## src/rtl/multicycle_control_fsm.sv

```systemverilog
// rtl/multicycle_control_fsm.sv - Moore controller sequencing the multi-cycle RISC-V datapath
module multicycle_control_fsm (
    input  logic       clk,
    input  logic       reset,
    input  logic [6:0] Opcode,
    input  logic       Zero,
    output logic       PCWrite,
    output logic       AdrSrc,
    output logic       MemWrite,
    output logic       IRWrite,
    output logic       RegWrite,
    output logic [1:0] ResultSrc,
    output logic [1:0] ALUSrcA,
    output logic [1:0] ALUSrcB,
    output logic [1:0] ALUOp,
    output logic [2:0] ImmSrc,
    output logic       Illegal,
    output logic       Retire,
    output logic [3:0] State
);
    typedef enum logic [3:0] {
        S_FETCH    = 4'd0,
        S_DECODE   = 4'd1,
        S_MEMADR   = 4'd2,
        S_MEMREAD  = 4'd3,
        S_MEMWB    = 4'd4,
        S_MEMWRITE = 4'd5,
        S_EXECR    = 4'd6,
        S_ALUWB    = 4'd7,
        S_EXECI    = 4'd8,
        S_JAL      = 4'd9,
        S_BEQ      = 4'd10,
        S_LUI      = 4'd11
    } state_t;

    localparam logic [6:0] OP_LW   = 7'b0000011;
    localparam logic [6:0] OP_SW   = 7'b0100011;
    localparam logic [6:0] OP_R    = 7'b0110011;
    localparam logic [6:0] OP_I    = 7'b0010011;
    localparam logic [6:0] OP_JAL  = 7'b1101111;
    localparam logic [6:0] OP_BEQ  = 7'b1100011;
    localparam logic [6:0] OP_LUI  = 7'b0110111;

    state_t     r_state;
    state_t     w_next;
    logic       w_pcupdate;
    logic       w_branch;
    logic       w_adrsrc;
    logic       w_memwrite;
    logic       w_irwrite;
    logic       w_regwrite;
    logic [1:0] w_resultsrc;
    logic [1:0] w_alusrca;
    logic [1:0] w_alusrcb;
    logic [1:0] w_aluop;
    logic [2:0] w_immsrc;
    logic       w_illegal;
    logic       w_retire;
    logic       w_valid_state;

    always_ff @(posedge clk or posedge reset) begin
        if (reset) r_state <= S_FETCH;
        else       r_state <= w_next;
    end

    always_comb begin
        w_next      = S_FETCH;
        w_pcupdate  = 1'b0;
        w_branch    = 1'b0;
        w_adrsrc    = 1'b0;
        w_memwrite  = 1'b0;
        w_irwrite   = 1'b0;
        w_regwrite  = 1'b0;
        w_resultsrc = 2'b00;
        w_alusrca   = 2'b00;
        w_alusrcb   = 2'b00;
        w_aluop     = 2'b00;
        w_illegal   = 1'b0;
        w_retire    = 1'b0;
        case (r_state)
            S_FETCH: begin
                w_irwrite   = 1'b1;
                w_alusrcb   = 2'b10;
                w_resultsrc = 2'b10;
                w_pcupdate  = 1'b1;
                w_next      = S_DECODE;
            end
            S_DECODE: begin
                w_alusrca = 2'b01;
                w_alusrcb = 2'b01;
                case (Opcode)
                    OP_LW, OP_SW: w_next = S_MEMADR;
                    OP_R:         w_next = S_EXECR;
                    OP_I:         w_next = S_EXECI;
                    OP_JAL:       w_next = S_JAL;
                    OP_BEQ:       w_next = S_BEQ;
                    OP_LUI:       w_next = S_LUI;
                    default: begin
                        w_next    = S_FETCH;
                        w_illegal = 1'b1;
                        w_retire  = 1'b1;
                    end
                endcase
            end
            S_MEMADR: begin
                w_alusrca = 2'b10;
                w_alusrcb = 2'b01;
                w_next    = (Opcode == OP_LW) ? S_MEMREAD : S_MEMWRITE;
            end
            S_MEMREAD: begin
                w_adrsrc = 1'b1;
                w_next   = S_MEMWB;
            end
            S_MEMWB: begin
                w_resultsrc = 2'b01;
                w_regwrite  = 1'b1;
                w_retire    = 1'b1;
            end
            S_MEMWRITE: begin
                w_adrsrc   = 1'b1;
                w_memwrite = 1'b1;
                w_retire   = 1'b1;
            end
            S_EXECR: begin
                w_alusrca = 2'b10;
                w_aluop   = 2'b10;
                w_next    = S_ALUWB;
            end
            S_EXECI: begin
                w_alusrca = 2'b10;
                w_alusrcb = 2'b01;
                w_aluop   = 2'b10;
                w_next    = S_ALUWB;
            end
            S_ALUWB: begin
                w_regwrite = 1'b1;
                w_retire   = 1'b1;
            end
            S_JAL: begin
                // PC takes the target held in ALUOut while the ALU forms OldPC+4 for rd
                w_alusrca  = 2'b01;
                w_alusrcb  = 2'b10;
                w_pcupdate = 1'b1;
                w_next     = S_ALUWB;
            end
            S_BEQ: begin
                w_alusrca = 2'b10;
                w_aluop   = 2'b01;
                w_branch  = 1'b1;
                w_retire  = 1'b1;
            end
            S_LUI: begin
                w_resultsrc = 2'b11;
                w_regwrite  = 1'b1;
                w_retire    = 1'b1;
            end
            default: w_next = S_FETCH;
        endcase
    end

    always_comb begin
        case (Opcode)
            OP_SW:   w_immsrc = 3'b001;
            OP_BEQ:  w_immsrc = 3'b010;
            OP_JAL:  w_immsrc = 3'b011;
            OP_LUI:  w_immsrc = 3'b100;
            default: w_immsrc = 3'b000;
        endcase
    end

    assign w_valid_state = (r_state <= S_LUI);

    // Reset gates every output combinationally so nothing leaks before the flop clears
    always_comb begin
        PCWrite   = 1'b0;
        AdrSrc    = 1'b0;
        MemWrite  = 1'b0;
        IRWrite   = 1'b0;
        RegWrite  = 1'b0;
        ResultSrc = 2'b00;
        ALUSrcA   = 2'b00;
        ALUSrcB   = 2'b00;
        ALUOp     = 2'b00;
        ImmSrc    = 3'b000;
        Illegal   = 1'b0;
        Retire    = 1'b0;
        State     = 4'd0;
        if (!reset) begin
            State = r_state;
            if (w_valid_state) begin
                PCWrite   = w_pcupdate | (w_branch & Zero);
                AdrSrc    = w_adrsrc;
                MemWrite  = w_memwrite;
                IRWrite   = w_irwrite;
                RegWrite  = w_regwrite;
                ResultSrc = w_resultsrc;
                ALUSrcA   = w_alusrca;
                ALUSrcB   = w_alusrcb;
                ALUOp     = w_aluop;
                ImmSrc    = w_immsrc;
                Illegal   = w_illegal;
                Retire    = w_retire;
            end
        end
    end
endmodule

```

## config.mk

```make
export PLATFORM = sky130hd
export DESIGN_NAME = multicycle_control_fsm
export DESIGN_NICKNAME = d
export VERILOG_FILES = /design/src/rtl/multicycle_control_fsm.sv
export SDC_FILE = /design/constraint.sdc
export NUM_CORES = 1
export LEC_CHECK = 0
export BUFFER_PORTS_ARGS = -buffer_cell sky130_fd_sc_hd__clkbuf_2
export CAP_MARGIN = 20
export CORE_ASPECT_RATIO = 0.8
export CORE_MARGIN = 2
export CORE_UTILIZATION = 25
export CTS_BUF_LIST = sky130_fd_sc_hd__clkbuf_16
export DETAILED_ROUTE_END_ITERATION = 12
export SLEW_MARGIN = 20
export SYNTH_ARGS = -nofsm -noshare
export SYNTH_HDL_FRONTEND = slang
export SYNTH_SLANG_ARGS = --single-unit
```

## constraint.sdc

```tcl
create_clock -name clk -period 2.2 [get_ports clk]
set_input_delay 0 -clock clk [delete_from_list [all_inputs] [get_ports clk]]
set_output_delay 0 -clock clk [all_outputs]
set_load 0.005 [all_outputs]
```

* Word level (Yosys, flattened, before mapping)
Cells that the tools add are included.
Operators by class: eq/ne operators 18, reductions and logical operators 12, mux-type cells 42, order comparisons 1, bitwise logic cells 2
Operator list (count):
- 4-bit one-hot mux with 6 select lines | 1
- 1-bit 2-to-1 mux | 22
- 7-bit by 6-bit == test with 1-bit output (second input constant) | 3
- 4-bit one-hot mux with 5 select lines | 1
- 4-bit by 3-bit == test with 1-bit output (second input constant) | 4
- 4-bit == test (second input constant) | 4
- 2-bit 2-to-1 mux | 8
- 7-bit == test (second input constant) | 2
- 2-bit one-hot mux with 2 select lines | 3
- 3-bit one-hot mux with 4 select lines | 1
- 2-bit OR reduction | 5
- 3-bit 2-to-1 mux | 3
- 3-bit OR reduction | 3
- 4-bit by 2-bit == test with 1-bit output (second input constant) | 2
- 7-bit by 2-bit == test with 1-bit output (second input constant) | 1
- 7-bit by 5-bit == test with 1-bit output (second input constant) | 1
- 7-bit OR reduction | 1
- 2-bit one-hot mux with 3 select lines | 1
- 5-bit OR reduction | 1
- 4-bit by 1-bit == test with 1-bit output (second input constant) | 1
- 4-bit less-or-equal comparator (second input constant) | 1
- 4-bit zero test | 1
- 4-bit 2-to-1 mux | 1
- 4-bit OR reduction | 1
- other kinds (3) | 3
Word-level totals: register bits 4, input bits 10, output and inout port bits 22

* Longest topological paths before layout
Gate-level depths: netlist of the first run.
depth in word-level cells 6, mapped depth 5

* Worst setup path before layout of the first run
No wires, ideal clock.
kind reg2reg, start point register r_state[1], end point register r_state[2], library setup time 0.104 ns, setup slack 0.997 ns, required time 2.096 ns, clock period less this slack 1.203 ns, data arrival time 1.099 ns, cell stages (with the launch flop) 5, cell sequence dfrtp_1 > nand2b_1 > nor3_1 > nand2b_1 > o311ai_1
Between the ends: cells in the longest elaborated chain, start to end 3, elaborated cells between the ends (all ways) 9, those cells by class eq/ne (6); mux (1); reduce/logical (2)
RTL lines:
- start, declared | RTL line 44 | state_t r_state;
- start signal, assigned | RTL line 63 | else r_state <= w_next;
- 4-bit == test / 4-bit by 3-bit == test with 1-bit output (equally long branches) | RTL line 80 | case (r_state)
- 3-bit OR reduction (no line)
- 4-bit one-hot mux with 5 select lines * | RTL line 80
- via w_next[2] | RTL line 45 | state_t w_next;
The timed path passes the listed nets; every way through them passes the cells marked *.

* Final worst setup path of the first run
start point register r_state[3], end point output port Retire
Between the ends: cells in the longest elaborated chain, start to end 5, elaborated cells between the ends (all ways) 11, those cells by class order compare (1); eq/ne (6); mux (3); reduce/logical (1)
RTL lines:
- 4-bit == test / 4-bit by 3-bit == test with 1-bit output (equally long branches) | RTL line 80
- 5-bit OR reduction (no line)
- 1-bit one-hot mux with 2 select lines | RTL line 80
- 1-bit 2-to-1 mux * | RTL line 190 | if (w_valid_state) begin
- 1-bit 2-to-1 mux * | RTL line 188 | if (!reset) begin
- end, declared | RTL line 18 | output logic Retire,
Mark *: on every way between the ends. The rest lies on a longest branch, timed or not.

==> summary.md, run 1 <==
| Metric | Value |
|---|---|
| Setup TNS | 0 ns |
| Via Count | 824 |
| Number of buffers created by CTS | 3 |
| Router iterations before antenna repair | 4 |
| Vias in the first global route | 709 |
| DRC Markers | 0 |
| Area leader, netlist | dfrtp_1 |
| RD Place Congestion | 0.807 |
| CP Cell Sequence | nand2b_1 -> a311o_1 -> o22ai_1 -> clkbuf_2 |
| Number of I/O pins | 32 |
| Die area | 0.00306 sq mm |
| CP Class | reg2out |
| Synth async-reset ratio | 100% |
| Net count of the finished layout | 141 |
| Final Routed Wirelength | 1.90 mm |
| Final-report hold violation count | 0 |
| Sw power | 0.231 mW |
| # rows | 16 |
| Most numerous cell in the Yosys netlist | a21oi_1 |
| Bufs on Longest Clock Path | 2 |
| Number of library cell types mapped by synthesis | 37 |
| WP data required | 2.20 ns |
| Detail Route Antenna Nets | 0 |
| Status | completed |
| Flop pwr share | 19.6% |
| Clock root buffer | clkbuf_16 |
| Pint | 0.440 mW |
| Biggest registers after layout | r_state (4) |
| Net Sw Frac | 34.4% |
| Post-Place Cells | 161 |
| Avg Vias per Cell | 4.99 |
| Critical Path Start Type | flop |
| #FFs+latches synth | 4 |
| DIE WIDTH | 61.4 um |
| Largest net degree at the start of global routing | 20 |
| Top cells by area, synth | dfrtp_1, a21oi_1, nand2b_1 |
| Clk sinks | 4 |
| Layout cells sized above 1 | 29.5% |
| Finished Layout Cells | 165 |
| Clk slew on worst S/H paths | 0.03 ns |
| Syn. warnings | 0 |
| First-pass GRT wire length | 3.02 mm |
| Max reg flops | 4 |
| Worst skew pair latency | 0.23 ns |
| Routed WL per cell | 11.5 um |
| Worst slew pin tran | 0.583 ns |
| Mean Syn Cell Area | 6.45 sq um |
| Synthesized area | 658 sq um |
| Seq/Total Area, Yosys | 15.2% |
| Initial Utilization | 26.5% |
| Port Buffers | 31 |
| Post-synth EDFFs | 0 |
| Top post-synthesis cells by count | a21oi_1, nor2_1, nand2b_1 |
| Endpoints failing setup | 0 |
| Total power | 0.671 mW |
| Clock skew | 0.00403 ns |
| DIE HEIGHT | 49.9 um |
| Crit Path Max Fanout | 19 |
| CTS tree | built |
| Slowest cell on the critical path | dfrtp_1 |
| Synth-to-layout area growth | 38.2% |
| Combinational power share | 38.2% |
| # diodes | 0 |
| Predominant post-synthesis flop cell | dfrtp_1 |
| Synth Instances | 102 |
| LEAKAGE | 0.400 nW |
| Biggest register | r_state |
| CP arrival | 1.79 ns |
| Total GRT Usage | 13.0% |
| Rel. slew slack | 61.1% |
| Overflow left after global routing | 0 |
| Clock power share | 42.2% |
| Core ar. | 0.00248 sq mm |
| Highest ir drop seen on vdd | 0.256 mV |
| DP Wirelength | 1.47 mm |
| WP buf/inv | 1 |
| Slew Viols, Final | 0 |
| CP max stage delay | 0.58 ns |
| 1st-iter DRT viols | 23 |
| Mapped Nets | 112 |
| Hold Crit Class | in2reg |
| CP delay by family, top | flip-flops |
| Top cell type's share of synthesized area | 15.2% |
| Crit. End Element | primary output |
| RSZ-0062 raised after global routing | false |
| Initial antenna violation count | 0 |
| Fin crit share | 81.6% |
| Max Cap Violations | 0 |
| Power per standard cell area | 738 mW/mm^2 |
| H-tree levels | 1 |
| Fmax | 557 MHz |
| Post-layout min period | 1.79 ns |
[final timing paths]
kind | slack (ns) | startpoint | endpoint | depth (start not counted)
setup / recovery | 0.41 | r_state[3]$_DFF_PP0_ | Retire | 4
hold / removal | 0.1 | Opcode[0] | r_state[3]$_DFF_PP0_ | 2
setup reg to reg | 0.59 | r_state[1]$_DFF_PP0_ | r_state[2]$_DFF_PP0_ | 4
hold reg to reg | 0.82 | r_state[2]$_DFF_PP0_ | r_state[2]$_DFF_PP0_ | 2
max in group asynchronous | 1.70 | reset | r_state[3]$_DFF_PP0_ | 3
min in group asynchronous | 0.34 | reset | r_state[1]$_DFF_PP0_ | 3
[stage by stage]
stage	area (sq um)	setup slack, ns	utilization, %	hold WS [ns]
after floorplan	658	0.997	-	-0.0293
after global placement	825	0.692	33.2	0.0234
after detailed placement	825	0.627	33.2	0.0230
after CTS	910	0.423	36.6	0.0926
after global routing	910	0.349	36.6	0.106
final	910	0.406	36.6	0.0988
[placed cells by master (no fill, tap or decap), types with 4 or more instances in the layout]
cell / count
nor2b_1: 7
nand3_1: 4
dfrtp_1: 4
nor3_1: 5
a21oi_1: 13
clkbuf_2: 31
nand2b_1: 8
nand2_1: 7
nor2_1: 12
[power groups by stage]
stage | Sequential, mW | Clock [mW] | Combinational, mW
2_1_floorplan | 0.0972 | 0 | 0.194
3_3_place_gp | 0.131 | 0 | 0.250
3_5_place_dp | 0.131 | 0 | 0.256
4_1_cts | 0.130 | 0.289 | 0.259
5_1_grt | 0.136 | 0.294 | 0.285
6_report | 0.132 | 0.283 | 0.257
[cell families (layout without fill, tap and decap cells)]
family | count (synthesis) | after routing | synth area share [%]
simple gates | 57 | 57 | 47.7
compound gates | 28 | 28 | 26.6
buf+inv | 10 | 37 | 6.27
flops | 4 | 4 | 15.2
xor+xnor | 2 | 2 | 2.66
mux | 1 | 1 | 1.52
[what timing repair did]
action,CTS,global route
hold endpoints to repair,4,0
resized for setup,0,0
hold buffers,1,0
buffers inserted,0,0
[area by class of cell]
cell class | instances | area, sq um
fillers | 287 | 1570
multi-input cells | 88 | 517
repair buffers | 32 | 165
flip-flops and latches | 4 | 100
clock buffers | 3 | 75.1
well taps | 36 | 45.0
inverters | 2 | 7.51
[routing by layer]
layer  global-route usage, %  up-vias  routed length, um
met5                       0        -                  0
met4                    5.32        0                 16
li1                        -      418                  -
met2                    19.5       22                826
met1                    18.0      382                984
met3                    2.36        2                 71
Power figures use the tool's default switching activity.
==> run 2: changes to the inputs <==
- clock period: 2.2 -> 1.47 ns (I/O delays scaled with it)
==> run 2 against run 1 <==
- the flow now finishes with violations (negative setup slack)
- global-route usage grew 2.8 points
- sequential cell count did not move
- via count up 11%
- critical path type unchanged
- highest routed layer unchanged
==> summary.md, run 2 (synthesis gave the netlist of run 1 again) <==
| Metric | Value |
|---|---|
| Synth-to-layout area growth | 62.9% (was 38.2%) |
| Largest net degree at the start of global routing | 13 (was 20) |
| Fmax | 661 MHz |
| Setup slack after placement | 0.120 ns (was 0.627 ns) |
| Most frequent cells in the layout | clkbuf_2, buf_4, nor2_1, a21oi_1, nand2_1 (was clkbuf_2, a21oi_1, nor2_1) |
| # rows | 16 (unchanged) |
| Number of I/O pins | 32 (unchanged) |
| Rel. slew slack | 75.6% (was 61.1%) |
| Die area | 0.00306 sq mm (unchanged) |
| Post-Place Cells | 169 (was 161) |
| Finished Layout Cells | 179 (was 165) |
| Avg Vias per Cell | 5.12 (was 4.99) |
| Net count of the finished layout | 155 (was 141) |
| Post-layout min period | 1.51 ns |
| Port Buffers | 31 (unchanged) |
| CTS tree | built (unchanged) |
| # diodes | 0 (unchanged) |
| Initial Utilization | 26.5% (unchanged) |
| Clock skew | 0.00130 ns (was 0.00403 ns) |
| Slew Viols, Final | 0 (unchanged) |
| Clock root buffer | clkbuf_16 (unchanged) |
| Reg2Reg Depth | 4 (unchanged) |
| DIE HEIGHT | 49.9 um (unchanged) |
| Number of buffers created by CTS | 3 (unchanged) |
| CP startpoint | r_state[0]$_DFF_PP0_ (was r_state[3]$_DFF_PP0_) |
| Endpoints failing setup | 1 (was 0) |
| DIE WIDTH | 61.4 um (unchanged) |
| DP Wirelength | 1.68 mm (was 1.47 mm) |
| Vias in the first global route | 809 (was 709) |
| Final Routed Wirelength | 2.29 mm (was 1.90 mm) |
| Fin crit share | 103% |
| Hold Crit Class | in2reg (unchanged) |
| Critical Path Start Type | flop (unchanged) |
| Initial antenna violation count | 0 (unchanged) |
| Status | complete, but fails checks (was completed) |
| WP data required | 1.47 ns (was 2.20 ns) |
| Worst skew pair latency | 0.22 ns (was 0.23 ns) |
| Fin area | 0.00107 sq mm (was 910 sq um) |
| Final-report hold violation count | 0 (unchanged) |
| Highest ir drop seen on vdd | 0.410 mV (was 0.256 mV) |
| Clk sinks | 4 (unchanged) |
| Worst setup path end | Retire (unchanged) |
| Overflow left after global routing | 0 (unchanged) |
| Commonest non-fill, non-tap cell in the layout | clkbuf_2 (unchanged) |
| RSZ-0062 raised after global routing | true (was false) |
| Worst slew pin tran | 0.360 ns (was 0.583 ns) |
| Total GRT Usage | 15.8% (was 13.0%) |
| Core ar. | 0.00248 sq mm (unchanged) |
| Router iterations before antenna repair | 4 (unchanged) |
| Hold_sp | Opcode[0] (unchanged) |
| Via Count | 917 (was 824) |
| Biggest register | r_state (unchanged) |
| Crit. End Element | primary output (unchanged) |
| Bufs on Longest Clock Path | 2 (unchanged) |
| First-pass GRT wire length | 3.70 mm (was 3.02 mm) |
| H-tree levels | 1 (unchanged) |
| Failing checks | negative setup slack |
| PnR worst setup slack | -0.0427 ns (was 0.406 ns) |
| CP arrival | 1.51 ns (was 1.79 ns) |
| Clk slew on worst S/H paths | 0.03 ns (about the same) |
| DRC Markers | 0 (unchanged) |
| Post-DP Area | 885 sq um (was 825 sq um) |
| Power per standard cell area | 1120 mW/mm^2 (was 738 mW/mm^2) |
| 1st-iter DRT viols | 22 (was 23) |
| Layout cells sized above 1 | 44.8% (was 29.5%) |
| Reg2Reg Setup Slack | 0.17 ns (was 0.59 ns) |
| Detail Route Antenna Nets | 0 (unchanged) |
| LEAKAGE | 0.484 nW (was 0.400 nW) |
| RR Startpoint | r_state[2]$_DFF_PP0_ (was r_state[1]$_DFF_PP0_) |
| Max Cap Violations | 0 (unchanged) |
| Crit Path Max Fanout | 4 (was 19) |
| Biggest registers after layout | r_state (4) (unchanged) |
| Worst r2r dst | r_state[2]$_DFF_PP0_ (unchanged) |
| Max reg flops | 4 (unchanged) |
| CP Class | reg2out (unchanged) |
| RD Place Congestion | 0.842 (was 0.807) |
| Routed WL per cell | 12.8 um (was 11.5 um) |
[run 2: timing repair]
action / 4_1_cts / 5_1_grt
hold buffers: 1 / 0
setup buffers: 3 / 3
pin swaps: 2 / 4
gates resized for setup: 8 / 12
endpoints found under the hold margin: 4 / 0
setup endpoints to repair: 6 / 10
[run 2: stage by stage]
stage	utilization (%)	TNS, ns	hold slack, ns	total power [mW]
6_report	43.2	-0.0427	0.105	1.20
2_1_floorplan	-	0	-0.0293	0.436
3_5_place_dp	35.6	0	0.0256	0.641
3_3_place_gp	35.6	0	0.0208	0.631
4_1_cts	41.3	-0.0324	0.100	1.14
5_1_grt	43.2	-0.287	0.119	1.27
[run 2: worst min-delay path by stage]
stage	cells past startpoint	end
6_report	2	r_state[3]$_DFF_PP0_
5_1_grt	2	r_state[3]$_DFF_PP0_
4_1_cts	2	r_state[3]$_DFF_PP0_
3_5_place_dp	2	r_state[3]$_DFF_PP0_
3_3_place_gp	2	r_state[0]$_DFF_PP0_
2_1_floorplan	2	r_state[0]$_DFF_PP0_
[run 2: cell type report]
class,instances,area (sq um)
Timing Repair Buffer,46,278
Tap cell,36,45.0
Inverter,2,7.51
Clock buffer,3,75.1
Sequential cell,4,101
Fill cell,269,1410
Multi-Input combinational cell,88,566
[run 2: layer usage]
| layer | GRT usage [%] | routed length [um] | vias up |
|---|---|---|---|
| li1 | - | - | 447 |
| met1 | 21.3 | 1040 | 434 |
| met2 | 24.8 | 1100 | 32 |
| met3 | 3.41 | 117 | 4 |
| met4 | 4.96 | 32 | 0 |
| met5 | 0 | 0 | - |
[run 2: power breakdown]
| group | switching (mW) | internal [mW] |
|---|---|---|
| Clock | 0.0739 | 0.347 |
| Combinational | 0.312 | 0.314 |
| Sequential | 0.0194 | 0.130 |
[run 2: critical path, stage by stage (launching register included)]
cell and delay (ns):
dfrtp_1 0.38, and2b_2 0.20, nand2b_4 0.07, a311o_1 0.34, o22ai_1 0.17, buf_2 0.14
==> run 3: changes to the inputs <==
- SKIP_CTS_REPAIR_TIMING: not set -> 1
==> run 3 against run 2 <==
- largest power group unchanged
- highest routed layer is now met3
- sequential power about the same
- the flow still finishes with violations (negative setup slack)
- sequential share of layout area up 0.23 points
- critical endpoint unchanged
- register-to-register slack is essentially flat
- clock power about the same
- combinational power fell by 10%
- largest cell class unchanged
- via count shrank 2.4%
==> summary.md, run 3 (synthesis gave the netlist of run 1 again) <==
| Metric | Value |
|---|---|
| Status | complete, but fails checks (unchanged) |
| Failing checks | negative setup slack (unchanged) |
| Max Cap Violations | 0 (unchanged) |
| RSZ-0062 raised after global routing | true (unchanged) |
| Avg Vias per Cell | 5.09 (was 5.12) |
| Net count of the finished layout | 152 (was 155) |
| First-pass GRT wire length | 3.42 mm (was 3.70 mm) |
| Largest net degree at the start of global routing | 13 (unchanged) |
| Initial Utilization | 26.5% (unchanged) |
| WP data required | 1.47 ns (about the same) |
| Total GRT Usage | 14.7% (was 15.8%) |
| Biggest register | r_state (unchanged) |
| Slowest cell on the critical path | dfrtp_1 (unchanged) |
| Final Routed Wirelength | 2.19 mm (was 2.29 mm) |
| H-tree levels | 1 (unchanged) |
| CTS tree | built (unchanged) |
| Bufs on Longest Clock Path | 2 (unchanged) |
| Fillers | 273 (was 269) |
| Detail Route Antenna Nets | 0 (unchanged) |
| # rows | 16 (unchanged) |
| Crit. End Element | primary output (unchanged) |
| PnR worst setup slack | -0.0511 ns (was -0.0427 ns) |
| Synth-to-layout area growth | 59.1% (was 62.9%) |
| Port Buffers | 31 (unchanged) |
| Initial antenna violation count | 0 (unchanged) |
| Vias in the first global route | 731 (was 809) |
| Rel. slew slack | 78.1% (was 75.6%) |
| Post-layout min period | 1.52 ns (was 1.51 ns) |
| 1st-iter DRT viols | 18 (was 22) |
| Clk sinks | 4 (unchanged) |
| Biggest registers after layout | r_state (4) (unchanged) |
| CP delay by family, top | compound AO/OA/AOI/OAI gates (unchanged) |
| Number of I/O pins | 32 (unchanged) |
| Fin area | 0.00105 sq mm (was 0.00107 sq mm) |
| Hold Crit Class | in2reg (unchanged) |
| # diodes | 0 (unchanged) |
| Clk slew on worst S/H paths | 0.03 ns (about the same) |
| Clock skew | 0.00106 ns (was 0.00130 ns) |
| Fin crit share | 103% (about the same) |
| Worst slew pin tran | 0.324 ns (was 0.360 ns) |
| DIE WIDTH | 61.4 um (unchanged) |
| Via Count | 895 (was 917) |
| Worst skew pair latency | 0.22 ns (about the same) |
| CP Cell Sequence | or2_4 -> a311o_1 -> o22ai_1 -> buf_2 (was and2b_2 -> nand2b_4 -> a311o_1 -> o22ai_1 -> buf_2) |
| Crit Path Max Fanout | 4 (unchanged) |
| Router iterations before antenna repair | 4 (unchanged) |
| Commonest non-fill, non-tap cell in the layout | clkbuf_2 (unchanged) |
| Highest ir drop seen on vdd | 0.396 mV (was 0.410 mV) |
| Number of buffers created by CTS | 3 (unchanged) |
| Setup TNS | -0.0511 ns (was -0.0427 ns) |
| Post-DP Area | 885 sq um (unchanged) |
| Overflow left after global routing | 0 (unchanged) |
| Layout cells sized above 1 | 42.1% (was 44.8%) |
| Core ar. | 0.00248 sq mm (unchanged) |
| CP max stage delay | 0.40 ns (was 0.38 ns) |
| Clock root buffer | clkbuf_16 (unchanged) |
| WP buf/inv | 1 (unchanged) |
| Finished Layout Cells | 176 (was 179) |
| Slew Viols, Final | 0 (unchanged) |
| Max reg flops | 4 (unchanged) |
| Routed WL per cell | 12.5 um (was 12.8 um) |
| Power per standard cell area | 1080 mW/mm^2 (was 1120 mW/mm^2) |
| DIE HEIGHT | 49.9 um (unchanged) |
| Critical Path Start Type | flop (unchanged) |
| DRC Markers | 0 (unchanged) |
| DP Wirelength | 1.68 mm (unchanged) |
| Most frequent cells in the layout | clkbuf_2, nor2_1, a21oi_1 (was clkbuf_2, buf_4, nor2_1, a21oi_1, nand2_1) |
| Post-Place Cells | 169 (unchanged) |
| LEAKAGE | 0.469 nW (was 0.484 nW) |
| Fmax | 657 MHz (was 661 MHz) |
| CP arrival | 1.52 ns (was 1.51 ns) |
| Endpoints failing setup | 1 (unchanged) |
| Final-report hold violation count | 0 (unchanged) |
| CP Class | reg2out (unchanged) |
| RD Place Congestion | 0.842 (unchanged) |
| Die area | 0.00306 sq mm (unchanged) |
[run 3: cell type report]
| type | count | area [sq um] | share of cell area (%) |
|---|---|---|---|
| Multi-Input combinational cell | 88 | 559 | 53.4 |
| Timing Repair Buffer | 43 | 259 | 24.7 |
| Sequential cell | 4 | 101 | 9.68 |
| Clock buffer | 3 | 75.1 | 7.17 |
| Tap cell | 36 | 45.0 | 4.30 |
| Inverter | 2 | 7.51 | 0.717 |
[run 3: power by group]
part	internal (mW)	switching, mW
registers	0.130	0.0225
clock network	0.347	0.0717
logic	0.277	0.286
[run 3: per-layer routing]
metal  part of all wire, %  track usage (%)  up-vias
li1                      -                -      446
met2                    48             22.9       33
met4                     0             4.26        0
met3                   5.9             3.67        0
met1                    46             19.8      416
met5                     0                0        -
[run 3: per-stage QoR]
stage	setup slack (ns)	util [%]	hold WS, ns	power (mW)
detailed placement	0.120	35.6	0.0256	0.641
floorplan	0.267	-	-0.0293	0.436
global placement	0.159	35.6	0.0208	0.631
global route	-0.0918	42.2	0.120	1.21
CTS	-0.126	38.7	-0.205	1.07
finish	-0.0511	42.2	0.110	1.13
[run 3: final timing paths]
check	start	to	slack [ns]	depth (start not counted)
worst min register to register	r_state[2]$_DFF_PP0_	r_state[1]$_DFF_PP0_	0.65	2
worst min-delay path	Opcode[0]	r_state[3]$_DFF_PP0_	0.11	2
worst max register to register	r_state[2]$_DFF_PP0_	r_state[2]$_DFF_PP0_	0.16	4
max in group asynchronous	reset	r_state[3]$_DFF_PP0_	0.94	3
min in group asynchronous	reset	r_state[0]$_DFF_PP0_	0.37	3
worst max-delay path	r_state[1]$_DFF_PP0_	Retire	-0.05	4
[run 3: worst reg2reg max path, cell delays in order (launching register included)]
cell and delay (ns):
dfrtp_1 0.37, buf_4 0.18, nor3_1 0.28, nand2b_1 0.12, o311ai_1 0.27
